### src/rtl/inter_packet_delay_pkg.sv
// Shared types and constants for the inter-packet gap stage.
// Holds FSM encodings, the tuser delay field bounds and counter helpers.
package inter_packet_delay_pkg;

    typedef enum logic {
        IDLE = 1'b0,
        SEND = 1'b1
    } ipd_state_t;

    localparam int unsigned TUSER_DELAY_LO = 32;
    localparam int unsigned TUSER_DELAY_HI = 63;
    localparam int unsigned CNT_W          = 32;

    function automatic logic [CNT_W-1:0] sat_inc(input logic [CNT_W-1:0] v);
        return (&v) ? v : v + 1'b1;
    endfunction

endpackage

### src/rtl/inter_packet_delay.sv
// Enforces a minimum idle gap between packets on an AXI-Stream path.
// Data is combinational; only the first-beat handshake is gated.
module inter_packet_delay
    import inter_packet_delay_pkg::*;
#(
    parameter int C_M_AXIS_DATA_WIDTH  = 256,
    parameter int C_S_AXIS_DATA_WIDTH  = 256,
    parameter int C_M_AXIS_TUSER_WIDTH = 128,
    parameter int C_S_AXIS_TUSER_WIDTH = 128,
    parameter int C_S_AXI_DATA_WIDTH   = 32
) (
    input  logic                                 axi_aclk,
    input  logic                                 axi_reset,

    input  logic [C_S_AXIS_DATA_WIDTH-1:0]       s_axis_tdata,
    input  logic [(C_S_AXIS_DATA_WIDTH/8)-1:0]   s_axis_tstrb,
    input  logic [C_S_AXIS_TUSER_WIDTH-1:0]      s_axis_tuser,
    input  logic                                 s_axis_tvalid,
    input  logic                                 s_axis_tlast,
    output logic                                 s_axis_tready,

    output logic [C_M_AXIS_DATA_WIDTH-1:0]       m_axis_tdata,
    output logic [(C_M_AXIS_DATA_WIDTH/8)-1:0]   m_axis_tstrb,
    output logic [C_M_AXIS_TUSER_WIDTH-1:0]      m_axis_tuser,
    output logic                                 m_axis_tvalid,
    output logic                                 m_axis_tlast,
    input  logic                                 m_axis_tready,

    input  logic                                 sw_rst,
    input  logic                                 ipd_en,
    input  logic                                 use_reg_delay,
    input  logic [C_S_AXI_DATA_WIDTH-1:0]        delay_reg,
    output logic [C_S_AXI_DATA_WIDTH-1:0]        pkt_count,
    output logic [C_S_AXI_DATA_WIDTH-1:0]        stall_count
);

    ipd_state_t        r_state;
    ipd_state_t        w_state_nxt;
    logic [CNT_W-1:0]  r_g;
    logic [CNT_W-1:0]  r_pkt_cnt;
    logic [CNT_W-1:0]  r_stall_cnt;
    logic              r_en_act;

    logic              w_rst;
    logic [CNT_W-1:0]  w_delay;
    logic              w_en_live;
    logic              w_open;
    logic              w_hs;
    logic              w_last_hs;

    assign w_rst = axi_reset | sw_rst;

    assign w_delay = use_reg_delay ? delay_reg
                                   : s_axis_tuser[TUSER_DELAY_HI:TUSER_DELAY_LO];

    // Between packets the enable is taken live; inside a packet it is frozen.
    assign w_en_live = (r_state == IDLE) ? ipd_en : r_en_act;

    assign w_open = (r_state == SEND) || !w_en_live || (r_g >= w_delay);

    assign w_hs      = s_axis_tvalid & m_axis_tready & w_open;
    assign w_last_hs = w_hs & s_axis_tlast;

    assign m_axis_tvalid = s_axis_tvalid & w_open;
    assign s_axis_tready = m_axis_tready & w_open;
    assign m_axis_tdata  = s_axis_tdata;
    assign m_axis_tstrb  = s_axis_tstrb;
    assign m_axis_tuser  = s_axis_tuser;
    assign m_axis_tlast  = s_axis_tlast;

    assign pkt_count   = r_pkt_cnt;
    assign stall_count = r_stall_cnt;

    always_comb begin
        w_state_nxt = r_state;
        unique case (r_state)
            IDLE: if (w_hs && !s_axis_tlast) w_state_nxt = SEND;
            SEND: if (w_last_hs)             w_state_nxt = IDLE;
            default: w_state_nxt = IDLE;
        endcase
    end

    always_ff @(posedge axi_aclk) begin
        if (w_rst) begin
            r_state     <= IDLE;
            r_g         <= '1;
            r_en_act    <= 1'b0;
            r_pkt_cnt   <= '0;
            r_stall_cnt <= '0;
        end else begin
            r_state <= w_state_nxt;
            if (w_last_hs) r_g <= '0;
            else           r_g <= sat_inc(r_g);
            if (r_state == IDLE) r_en_act <= ipd_en;
            if (w_last_hs) r_pkt_cnt <= r_pkt_cnt + 1'b1;
            if ((r_state == IDLE) && s_axis_tvalid && !w_open)
                r_stall_cnt <= sat_inc(r_stall_cnt);
        end
    end

endmodule

### config.mk
export PLATFORM = sky130hd
export DESIGN_NAME = inter_packet_delay
export DESIGN_NICKNAME = d
export VERILOG_FILES = /design/src/rtl/inter_packet_delay_pkg.sv /design/src/rtl/inter_packet_delay.sv
export SDC_FILE = /design/constraint.sdc
export NUM_CORES = 1
export LEC_CHECK = 0
export ABC_AREA = 1
export BUFFER_PORTS_ARGS = -buffer_cell sky130_fd_sc_hd__buf_2
export CELL_PAD_IN_SITES_DETAIL_PLACEMENT = 1
export CELL_PAD_IN_SITES_GLOBAL_PLACEMENT = 1
export CORE_AREA = 5 5 367 369
export CTS_CLUSTER_SIZE = 28
export DETAILED_ROUTE_END_ITERATION = 6
export DIE_AREA = 0 0 372 374
export HOLD_SLACK_MARGIN = 0.15
export PLACE_DENSITY = 0.32
export SYNTH_ARGS = -nofsm -noshare
export SYNTH_HDL_FRONTEND = slang
export SYNTH_SLANG_ARGS = --single-unit
### constraint.sdc
create_clock -name axi_aclk -period 3.26 [get_ports axi_aclk]
set_input_delay 0.163 -clock axi_aclk [delete_from_list [all_inputs] [get_ports axi_aclk]]
set_output_delay 0.163 -clock axi_aclk [all_outputs]
set_load 0.1 [all_outputs]
==> impl_metrics.json <==
{
  "outcome": "complete, no violations",
  "clock-sinks": 97,
  "drc": 0,
  "wl_um": 43200,
  "peakVddDrop_mv": 0.198,
  "grt_use_total_pct": 6.17,
  "cts-root-buf": "clkbuf_16",
  "drt-pass1-iter-count": 4,
  "cts_max_level": 3,
  "p_leak_uw": 0.00406,
  "drv_slew": 0,
  "synth_area_per_cell_sq_um": 6.79,
  "yosys_most_used_dff": "dfxtp_1",
  "routed_via_density": 2.72,
  "final_cell_count_no_fill": 3016,
  "final_nets": 1742,
  "gp_congestion": 0.692,
  "clock_latency_ns": 0.42,
  "vias": 8199,
  "multi_input_comb_area_sq_um": 4570,
  "grt_max_degree": 62,
  "fin_crit_ns": 2.84,
  "drt_iter0_drc": 261,
  "hold_ws_ns": 0.326,
  "cts_setup_buffers": 0,
  "hold_buffers": 0,
  "async_reset_ff_share_pct": 0,
  "synth_seq_cells": 97,
  "yosys_warnings": 0,
  "syn_nets": 1990,
  "worstSetupPathType": "reg2out",
  "regArea_sq_um": 1940,
  "ctsResizeCount": 0,
  "min_period_over_period_pct": 87.0,
  "cp-start-kind": "flip-flop",
  "initial_utilization_pct": 7.78,
  "cap_viol_max_count": 0,
  "syn_to_final_growth_pct": 3.17,
  "cts_tree": "done",
  "max_slew_margin_pct": 41.6,
  "worstMarginPinSlew_ns": 0.877,
  "dp_hpwl_um": 34900,
  "critical_path.most_common_cell": "nand2_1",
  "grt_pass1_vias": 8853,
  "path_cells": "ha_1, nand2_1, nor3_1, nand2_1, nand2_1, nand2_2, nand2_2, inv_1, nor2_1, buf_4, buf_12",
  "overflow": 0,
  "setup_viol": 0,
  "clk_pin_slew_worst_paths_ns": 0.08,
  "fillers": 15900,
  "finalHoldViolations": 0,
  "max_clock_freq_mhz": 353,
  "die_y_um": 374,
  "portBuffers": 170,
  "ys_seq_area_share_pct": 19.1,
  "dpl.cell_count": 2995,
  "critPathMaxStageDelay_ns": 0.40,
  "die_w_um": 372,
  "hold_path_class": "in2out",
  "grt_pass1_wl_um": 62500,
  "rsz0062_at_grt": "false",
  "antenna_found_initial": 4,
  "drive_above_1_share_pct": 18.7,
  "ios": 939,
  "core_sq_um": 131000,
  "endpoint_kind": "primary output",
  "critPathRequiredTime_ns": 3.10,
  "critical_path_arrival_ns": 2.67,
  "pwr_density_cell_nw_per_um2": 385,
  "avgRoutedWirePerCell_um": 14.3,
  "crit_path_top_delay_cell": "nor3_1",
  "synthDistinctLibCells": 37,
  "setup_tns_ns": 0,
  "die_area_sq_um": 139000,
  "fp-row-count": 133,
  "cts_made_buffers": 9,
  "synthCells": 1499,
  "cts_buffer_depth": 2,
  "critical_path.max_fanout": 6,
  "synth_edf_count": 0,
  "drtAntennaViolNets": 0,
  "synth_area_sq_um": 10200,
  "clock_skew_ns": 0.0150
}
==> state kept, by name, summed over array words and instances, names as in the netlist, named ones only <==
signal	cells
r_g	32
pkt_count	32
stall_count	32
==> per-stage QoR <==
step	setup slack (ns)	util [%]	area (sq um)	total power, uW
4_1_cts	0.192	8.01	10500	4240
5_1_grt	0.0874	8.02	10500	4420
2_1_floorplan	-0.294	-	10200	4650
6_report	0.424	8.02	10500	4040
3_3_place_gp	0.265	7.79	10200	2940
3_5_place_dp	0.303	7.79	10200	2940
==> synth_stat cells, types with 31 or more instances <==
library cell / number / share of area [%]
nor3_1: 33 / 1.6
inv_1: 90 / 3.3
nand3_1: 38 / 1.9
mux2i_1: 31 / 3.1
nand4_1: 63 / 3.9
nor2_1: 102 / 3.8
a21oi_1: 76 / 3.7
dfxtp_1: 97 / 19
buf_4: 421 / 31
nand2_1: 357 / 13
ha_1: 35 / 4.3
xor2_1: 37 / 3.2
==> final timing paths <==
kind                           startpoint                            to  slack, ns  cells past startpoint
max                  r_g[13]$_SDFFE_PP1P_                 s_axis_tready       0.42                     11
min                     s_axis_tdata[146]             m_axis_tdata[146]       0.33                      0
max reg2reg   stall_count[0]$_SDFFE_PP0P_  stall_count[20]$_SDFFE_PP0P_       0.71                     12
min reg2reg  stall_count[27]$_SDFFE_PP0P_  stall_count[27]$_SDFFE_PP0P_       0.51                      2
==> layer usage <==
| metal | global-route usage, % | part of all wire [%] | up-vias |
|---|---|---|---|
| li1 | - | - | 3912 |
| met1 | 6.72 | 40 | 3764 |
| met2 | 9.76 | 45 | 282 |
| met3 | 2.27 | 7.6 | 237 |
| met4 | 4.60 | 7.6 | 4 |
| met5 | 0 | 0.049 | - |
==> final cells by class <==
cell class	instances	share of cell area, %
tap	1755	20.9
inverter	93	3.34
clock buffer	9	2.15
clock inverter	7	0.668
timing repair buffer	195	10.8
sequential	97	18.5
antenna	5	0.119
multi-input combinational	855	43.5
==> logic make-up after synthesis <==
kind of cell,Yosys count,share of synthesized area (%)
XOR/XNOR,58,4.99
AO/OA/AOI/OAI,102,5.27
multiplexers,32,3.16
AND/OR/NAND/NOR,628,27.1
adder cells (fa/ha/maj),35,4.31
buffers and inverters,547,36.1
flip-flops,97,19.1
==> worst max-delay path, delay by kind of cell, from the launching register on <==
kind	cells	cell delay (ns)
fa+ha+maj	1	0.34
flops	1	0.39
buf+inv	3	0.41
simple gates	7	1.11
==> power breakdown <==
group	internal (uW)	total (uW)	switching, uW
Clock	540	1190	654
Sequential	1240	1330	92.1
Combinational	482	1510	1030
Total	2260	4040	1780
==> layout by cell type (no fill, tap or decap), types with 2 or more instances in the layout <==
| cell type | count |
|---|---|
| mux2i_1 | 31 |
| nand3b_1 | 13 |
| inv_6 | 3 |
| nand2_1 | 357 |
| buf_12 | 7 |
| nor4_1 | 2 |
| o21ai_0 | 14 |
| nor3_1 | 33 |
| dfxtp_1 | 97 |
| nand3_1 | 38 |
| buf_4 | 20 |
| inv_2 | 2 |
| ha_1 | 35 |
| xnor2_1 | 21 |
| nor3_2 | 4 |
| buf_2 | 168 |
| o21ai_1 | 2 |
| a21oi_1 | 76 |
| nand3_2 | 3 |
| nor2_1 | 101 |
| nand2_2 | 3 |
| clkbuf_16 | 9 |
| diode_2 | 5 |
| nor2_2 | 5 |
| nor2_4 | 3 |
| inv_1 | 90 |
| nand4_1 | 63 |
| o211ai_1 | 6 |
| xor2_1 | 37 |
Power figures use the tool's default switching activity.
